==> src/rtl/bldc_hall_pkg.sv <==
`default_nettype none
// ============================================================================
//  Module   : bldc_hall_pkg
//  Purpose  : Shared Hall-code constants, sector lookup, FSM state encoding
//             and the mod-6 sector delta helper for the BLDC Hall decoder.
//  Revision : 1.0  initial release
// ============================================================================
package bldc_hall_pkg;

    // Legal Hall codes {w,v,u} in forward rotation order (sector 0..5)
    localparam logic [2:0] c_hall_s0 = 3'b001;
    localparam logic [2:0] c_hall_s1 = 3'b011;
    localparam logic [2:0] c_hall_s2 = 3'b010;
    localparam logic [2:0] c_hall_s3 = 3'b110;
    localparam logic [2:0] c_hall_s4 = 3'b100;
    localparam logic [2:0] c_hall_s5 = 3'b101;

    // Sector deltas that represent a single legal step
    localparam logic [2:0] c_delta_fwd = 3'd1;
    localparam logic [2:0] c_delta_rev = 3'd5;

    typedef enum logic [0:0] {
        ST_INIT = 1'b0,
        ST_RUN  = 1'b1
    } hall_state_t;

    typedef struct packed {
        logic       legal;
        logic [2:0] sector;
    } hall_lut_t;

    // Hall code to sector; 000 and 111 come back flagged illegal
    function automatic hall_lut_t hall_lookup(input logic [2:0] code);
        hall_lut_t r;
        r.legal  = 1'b1;
        r.sector = 3'd0;
        case (code)
            c_hall_s0: r.sector = 3'd0;
            c_hall_s1: r.sector = 3'd1;
            c_hall_s2: r.sector = 3'd2;
            c_hall_s3: r.sector = 3'd3;
            c_hall_s4: r.sector = 3'd4;
            c_hall_s5: r.sector = 3'd5;
            default:   r.legal  = 1'b0;
        endcase
        return r;
    endfunction

    // (new - old) mod 6 for sectors in 0..5
    function automatic logic [2:0] sector_delta(input logic [2:0] new_s,
                                                input logic [2:0] old_s);
        logic [3:0] t;
        t = {1'b0, new_s} + 4'd6 - {1'b0, old_s};
        if (new_s >= old_s) begin
            return new_s - old_s;
        end
        return t[2:0];
    endfunction

endpackage
`default_nettype wire

==> src/rtl/hall_filter.sv <==
`default_nettype none
// ============================================================================
//  Module   : hall_filter
//  Purpose  : 2-FF synchroniser plus FILTER_LEN-cycle debounce for the 3-bit
//             Hall code. Emits the accepted code and a one-cycle strobe
//             whenever the accepted code changes.
//  Revision : 1.0  initial release
// ============================================================================
module hall_filter #(
    parameter int FILTER_LEN = 4
) (
    input  logic       clk,
    input  logic       rst,
    input  logic [2:0] code_in,
    output logic [2:0] code,
    output logic       new_code
);

    localparam logic [7:0] c_last = 8'(FILTER_LEN - 1);

    logic [2:0] r_sync1;
    logic [2:0] r_sync2;
    logic [2:0] r_cand;
    logic [7:0] r_cnt;
    logic [2:0] r_code;
    logic       r_new_code;

    // Two-stage synchroniser for the asynchronous Hall pins
    always_ff @(posedge clk) begin
        if (rst) begin
            r_sync1 <= 3'b000;
            r_sync2 <= 3'b000;
        end else begin
            r_sync1 <= code_in;
            r_sync2 <= r_sync1;
        end
    end

    // Debounce: any change reloads the candidate; the strobe fires only when
    // a stable candidate differs from the code already accepted, so the
    // reset value of the synchroniser never produces a spurious event.
    always_ff @(posedge clk) begin
        if (rst) begin
            r_cand     <= 3'b000;
            r_cnt      <= 8'd0;
            r_code     <= 3'b000;
            r_new_code <= 1'b0;
        end else begin
            r_new_code <= 1'b0;
            if (r_sync2 != r_cand) begin
                r_cand <= r_sync2;
                r_cnt  <= 8'd0;
                if ((c_last == 8'd0) && (r_sync2 != r_code)) begin
                    r_code     <= r_sync2;
                    r_new_code <= 1'b1;
                end
            end else if (r_cnt != c_last) begin
                r_cnt <= r_cnt + 8'd1;
                if (((r_cnt + 8'd1) == c_last) && (r_cand != r_code)) begin
                    r_code     <= r_cand;
                    r_new_code <= 1'b1;
                end
            end
        end
    end

    assign code     = r_code;
    assign new_code = r_new_code;

endmodule
`default_nettype wire

==> src/rtl/bldc_hall_decoder.sv <==
`default_nettype none
// ============================================================================
//  Module   : bldc_hall_decoder
//  Purpose  : Decodes BLDC Hall sensors into wrapping electrical position,
//             direction, step strobe and step period; flags illegal codes
//             and skipped sectors.
//  Options  : BLDC_HALL_ERRCNT_EN adds the saturating err_count output.
//  Revision : 1.0  initial release
// ============================================================================
module bldc_hall_decoder
    import bldc_hall_pkg::*;
#(
    parameter int FILTER_LEN   = 4,
    parameter int SECTOR_STEPS = 16,
    parameter int TIMEOUT      = 1000000,
    parameter int HALL_INVERT  = 0
) (
    input  logic        clk,
    input  logic        rst,
    input  logic        hall_u,
    input  logic        hall_v,
    input  logic        hall_w,
    input  logic        clear_error,
    output logic [15:0] position,
    output logic [2:0]  sector,
    output logic        direction,
    output logic        step,
    output logic [31:0] period,
    output logic        period_valid,
    output logic        hall_error,
    output logic        locked
`ifdef BLDC_HALL_ERRCNT_EN
    ,
    output logic [7:0]  err_count
`endif
);

    localparam logic [2:0]  c_hall_inv = (HALL_INVERT != 0) ? 3'b111 : 3'b000;
    localparam logic [15:0] c_step     = 16'(SECTOR_STEPS);
    localparam logic [31:0] c_timeout  = 32'(TIMEOUT);

    logic [2:0]  w_raw_code;
    logic [2:0]  w_code;
    logic        w_new_code;
    hall_lut_t   w_lut;
    logic [2:0]  w_delta;
    logic        w_timeout;
    logic        w_is_fwd;
    logic        w_is_rev;
    logic        w_illegal_evt;
    logic        w_skip_evt;
    logic        w_err_evt;

    hall_state_t r_state;
    logic [15:0] r_position;
    logic [2:0]  r_sector;
    logic        r_direction;
    logic        r_step;
    logic [31:0] r_period;
    logic        r_period_valid;
    logic        r_hall_error;
    logic        r_locked;
    logic [31:0] r_timer;
    logic        r_have_dir;

    assign w_raw_code = {hall_w, hall_v, hall_u} ^ c_hall_inv;

    hall_filter #(
        .FILTER_LEN (FILTER_LEN)
    ) u_filter (
        .clk      (clk),
        .rst      (rst),
        .code_in  (w_raw_code),
        .code     (w_code),
        .new_code (w_new_code)
    );

    assign w_lut     = hall_lookup(w_code);
    assign w_delta   = sector_delta(w_lut.sector, r_sector);
    assign w_timeout = (r_timer == c_timeout);
    assign w_is_fwd  = (w_delta == c_delta_fwd);
    assign w_is_rev  = (w_delta == c_delta_rev);

    assign w_illegal_evt = w_new_code && !w_lut.legal;
    assign w_skip_evt    = w_new_code && w_lut.legal && (r_state == ST_RUN) &&
                           (w_lut.sector != r_sector) && !w_is_fwd && !w_is_rev;
    assign w_err_evt     = w_illegal_evt || w_skip_evt;

    // Sector tracking FSM with position, direction and period measurement
    always_ff @(posedge clk) begin
        if (rst) begin
            r_state        <= ST_INIT;
            r_position     <= 16'd0;
            r_sector       <= 3'd0;
            r_direction    <= 1'b0;
            r_step         <= 1'b0;
            r_period       <= 32'd0;
            r_period_valid <= 1'b0;
            r_locked       <= 1'b0;
            r_timer        <= 32'd0;
            r_have_dir     <= 1'b0;
        end else begin
            r_step <= 1'b0;
            if (!w_timeout) begin
                r_timer <= r_timer + 32'd1;
            end else begin
                // Stopped: invalidate the period and forget the last
                // direction so a saturated timer is never reported.
                r_period       <= 32'd0;
                r_period_valid <= 1'b0;
                r_have_dir     <= 1'b0;
            end

            if (w_new_code && w_lut.legal) begin
                case (r_state)
                    ST_INIT: begin
                        r_sector   <= w_lut.sector;
                        r_position <= 16'({13'd0, w_lut.sector} * c_step);
                        r_locked   <= 1'b1;
                        r_timer    <= 32'd0;
                        r_state    <= ST_RUN;
                    end
                    ST_RUN: begin
                        if (w_lut.sector != r_sector) begin
                            r_sector <= w_lut.sector;
                            r_timer  <= 32'd0;
                            if (w_is_fwd || w_is_rev) begin
                                r_position  <= w_is_fwd ? (r_position + c_step)
                                                        : (r_position - c_step);
                                r_direction <= w_is_rev;
                                r_step      <= 1'b1;
                                r_have_dir  <= 1'b1;
                                if (r_have_dir && (r_direction == w_is_rev) && !w_timeout) begin
                                    r_period       <= r_timer + 32'd1;
                                    r_period_valid <= 1'b1;
                                end else begin
                                    r_period_valid <= 1'b0;
                                end
                            end else begin
                                // Skipped sector: resync, no step, restart timing
                                r_period_valid <= 1'b0;
                                r_have_dir     <= 1'b0;
                            end
                        end
                    end
                    default: r_state <= ST_INIT;
                endcase
            end
        end
    end

    // Sticky error flag; a new error in the clearing cycle keeps it set
    always_ff @(posedge clk) begin
        if (rst) begin
            r_hall_error <= 1'b0;
        end else if (w_err_evt) begin
            r_hall_error <= 1'b1;
        end else if (clear_error) begin
            r_hall_error <= 1'b0;
        end
    end

`ifdef BLDC_HALL_ERRCNT_EN
    logic [7:0] r_err_count;

    // Saturating count of illegal-code and skipped-sector events
    always_ff @(posedge clk) begin
        if (rst) begin
            r_err_count <= 8'd0;
        end else if (clear_error) begin
            r_err_count <= w_err_evt ? 8'd1 : 8'd0;
        end else if (w_err_evt && (r_err_count != 8'hFF)) begin
            r_err_count <= r_err_count + 8'd1;
        end
    end

    assign err_count = r_err_count;
`endif

    assign position     = r_position;
    assign sector       = r_sector;
    assign direction    = r_direction;
    assign step         = r_step;
    assign period       = r_period;
    assign period_valid = r_period_valid;
    assign hall_error   = r_hall_error;
    assign locked       = r_locked;

endmodule
`default_nettype wire

==> config.mk <==
export PLATFORM = sky130hd
export DESIGN_NAME = bldc_hall_decoder
export DESIGN_NICKNAME = d
export VERILOG_FILES = /design/src/rtl/bldc_hall_pkg.sv /design/src/rtl/hall_filter.sv /design/src/rtl/bldc_hall_decoder.sv
export SDC_FILE = /design/constraint.sdc
export NUM_CORES = 1
export LEC_CHECK = 0
export CAP_MARGIN = 10
export CORE_ASPECT_RATIO = 1.75
export CORE_MARGIN = 5
export CORE_UTILIZATION = 40
export DETAILED_ROUTE_END_ITERATION = 8
export PLACE_DENSITY = 0.68
export SYNTH_ARGS = -nofsm -noshare
export SYNTH_HDL_FRONTEND = slang
export SYNTH_SLANG_ARGS = --single-unit
==> constraint.sdc <==
create_clock -name clk -period 10.2 [get_ports clk]
set_input_delay 2.04 -clock clk [delete_from_list [all_inputs] [get_ports clk]]
set_output_delay 2.04 -clock clk [all_outputs]
set_load 0.05 [all_outputs]
==> results summary <==
The achievable clock frequency came out at 221.7 MHz. The path class of the lowest-slack min-delay path is reg -> reg. The overall track demand over capacity in global routing is 15.74%. The number of buffers and inverters on the critical path is 1. The worst setup path is launched from a flip-flop. The number of warnings reported in the yosys synthesis log is 0. The number of flip-flops and latches in the synthesized netlist is 107. The number of placed instances, taps included, is 777.

The initial detailed-routing violation count came out at 151. The fraction of final layout cells with drive strength greater than 1 came out at under 10%. The number of I/O port buffers is 57.

The final setup skew is 0.01003 ns. The number of setup buffers added after CTS is 0. In the final routed layout, each cell accounts on average for 15.48 µm. The remaining antenna violation count came out at 0.

The H-tree level count is 3. In the synthesized netlist the dominant register cell turns out to be dfxtp_1. The total count of max-transition violations in the final report is 0. From bottom edge to top edge, the die measures about 160 µm. The maximum root-to-sink buffer count is 2. The clock drives between 100 and 150 sinks.

The number of antenna violations at the first check in global routing was 0. The mean number of vias per cell came out at 5.433. The residual overflow from global routing came out at 0. The clock transition at the register clock pins on the worst setup and hold paths after CTS came out at 0.07 ns. Leaving out fill and tap cells, the most frequent cell in the layout is dfxtp_1. The number of cell rows is 55. The cell leakage power came out at 2.233 nW.

For this configuration, the core starts out at a cell density of 40.70%. The clock period minus final worst setup slack is around 4.5 ns. The number of maximum-capacitance constraint violations is 0.

The count of flip-flops with a built-in enable after synthesis came out at 0. The number of diodes is 0. In the layout the commonest cells are 107 x dfxtp_1, 78 x nor2_1, 56 x clkdlybuf4s50_1, 29 x nand2_1, 28 x xor2_1. The count of pins on the block boundary is 62. For this run, the slowest stage of the critical path takes 0.47 ns. The first global-routing pass estimated 20370 µm of wire. The non-filler instance count after layout is 794. The fraction of the cycle the final worst path needs is between 40% and 50%. The kind of cell adding the most delay to the critical path is compound AO/OA/AOI/OAI gates. The number of nets in the layout is between 600 and 700. The synthesized instance count came out at 578. The area of the die came out at 15650 µm². The post-route setup TNS is 0 ns. Setup violations remaining at the end of the flow were counted as 0. The area of the mapped netlist is 5265 µm². On the critical path, the stage with the largest delay is an instance of dfxtp_1. The routed wire length came out at between 10000 and 15000 µm. The number of gates resized after cts came out at 0. STA classifies the critical path endpoint as a flip-flop. The area growth from synthesis to final layout is 18.04%. Routability-driven placement finished with a final weighted congestion of 0.9064. The relative max-transition margin is 38.73%. The total via count after detailed routing came out at between 4000 and 5000. In this run the worst path has a maximum fanout of 12. The number of distinct standard cells referenced by the synthesized netlist came out at between 50 and 60. The detailed placer's ending HPWL is approximately 8900 µm. In the routed design, unresolved DRC markers number 0. At the later pin of the worst-skew pair, clock insertion delay measures 0.35 ns. By startpoint and endpoint, the worst setup path is classified as reg -> reg. Of the synthesized area, sequential elements account for around two fifths.

The number of failing hold endpoints at the final stage is 0. The detailed-router iteration count before antenna repair came out at 4. Traced cell by cell, the critical path runs through xor2_1 > a21oi_1 > ha_1 > fa_1 > nor2_1 > and3_1 > nor2_1 > a211oi_1 > inv_1 > ha_1 > o21ai_0 > o21ai_0 > nand4_1 > a21oi_1 > xor2_1 > or3_1 > a31oi_1. Entering global routing, the biggest net connects 78 pins. The flow ran to the end, and the final reports show no timing, DRC or antenna violations. Buffers inserted during clock tree synthesis total 9. The area of the core came out at 12940 µm². The mean post-synth cell area came out at 9.109 µm².

The number of hold-repair buffers added at the cts stage came out at 0. The arrival time of data at the critical path endpoint is 4.78 ns. The number of global-route vias before repair came to approximately 4300. The width of the die came out at about 97 µm. TritonCTS built the clock tree.

The transition at the pin with the smallest max-transition slack is 0.9191 ns. The data required time at the worst endpoint came out at around 10 ns. The total power divided by cell area came out at around 130 nW/µm². The tree is rooted in a clkbuf_16. The fraction of synthesis flops using an asynchronous set or reset pin is 0%. IR analysis of the VDD net gives a maximum drop of 0.07820 mV. Setup repair after global routing left no endpoint under its margin.
synthesized netlist by cell type (3+ instances only):
cell type | count | area (µm²)
ha_1 | 20 | 250.2
nand3b_1 | 4 | 30.03
nor2_1 | 79 | 296.5
nor4b_1 | 3 | 26.28
and2_1 | 7 | 43.79
a31oi_1 | 4 | 25.02
a31o_1 | 9 | 78.83
xor2_1 | 28 | 245.2
nand4_1 | 8 | 50.05
nand3_1 | 24 | 120.1
inv_1 | 11 | 41.29
buf_6 | 4 | 45.04
dfxtp_1 | 107 | 2142
nor3_1 | 9 | 45.04
xnor2_1 | 28 | 245.2
nand2b_1 | 5 | 31.28
mux2i_1 | 7 | 70.07
clkbuf_1 | 24 | 90.09
nor3b_1 | 3 | 22.52
a211oi_1 | 7 | 52.55
buf_2 | 3 | 15.01
nand2_1 | 29 | 108.9
nor2b_1 | 14 | 87.58
a21oi_2 | 3 | 26.28
o31ai_2 | 21 | 262.8
nor4_1 | 15 | 93.84
o21ai_0 | 8 | 40.04
buf_4 | 4 | 30.03
a21oi_1 | 18 | 90.09
a22oi_1 | 3 | 22.52
and4_1 | 3 | 26.28
o211ai_1 | 20 | 150.1
and3_1 | 9 | 56.30
or2_1 | 3 | 18.77
or3_1 | 3 | 18.77
o21a_1 | 5 | 37.54
flip-flops by register name, summed over array words and instances (netlist names):
| signal | count |
|---|---|
| period_valid | 1 |
| locked | 1 |
| period | 32 |
| u_filter.code | 3 |
| r_have_dir | 1 |
| step | 1 |
| r_state | 1 |
| sector | 3 |
| u_filter.new_code | 1 |
| u_filter.r_sync2 | 3 |
| r_timer | 32 |
| u_filter.r_sync1 | 3 |
| u_filter.r_cnt | 8 |
| hall_error | 1 |
| position | 12 |
| direction | 1 |
| u_filter.r_cand | 3 |
cell families after synthesis:
logic type,count (synthesis),share of synthesized area [%]
fa+ha+maj,22,5.513
xor+xnor,56,9.316
mux,8,1.545
buf+inv,49,4.420
flops,107,40.68
other cells,1,0.07122
compound gates,110,16.83
simple gates,225,21.63
final timing paths:
check	start	cells after the start	to	slack [ns]
setup / recovery	u_filter.code[2]	17	position[15]	5.69
hold reg to reg	u_filter.r_sync1[2]	1	u_filter.r_sync2[2]	0.44
setup reg to reg	u_filter.code[2]	17	position[15]	5.69
hold / removal	u_filter.r_sync1[2]	1	u_filter.r_sync2[2]	0.44
power by group:
group          total, mW  internal, mW  switching (mW)
Sequential         0.424         0.421         0.00345
Combinational     0.0279       0.00898          0.0189
Clock              0.334         0.169           0.164
Total              0.786         0.599           0.187
cell type report:
class / instances / area, µm²
Tap cell: 171 / 214.0
Inverter: 12 / 45.04
Multi-Input combinational cell: 425 / 2912
Sequential cell: 107 / 2142
Clock inverter: 7 / 58.81
Clock buffer: 9 / 225.2
Fill cell: 1265 / 6723
Timing Repair Buffer: 63 / 618.1
metrics by stage:
stage	hold WS, ns	util (%)	total power [mW]	cell area, µm²	worst slack [ns]
6_report	0.4446	48.04	0.7857	6215	5.689
5_1_grt	0.4659	48.04	0.8154	6215	5.267
4_1_cts	0.4535	47.92	0.7944	6200	5.727
3_5_place_dp	0.4264	45.73	0.4615	5916	5.751
3_3_place_gp	0.4241	45.73	0.4604	5916	5.902
2_1_floorplan	0.4138	-	0.4555	5276	6.286
per-layer routing:
metal | GRT usage (%) | part of all wire, %
met5 | 0 | 0
met4 | 7.732 | 3.2
met3 | 3.352 | 4.2
met2 | 28.81 | 53
met1 | 17.00 | 39
Note: power is estimated with default switching activity, not from simulation.
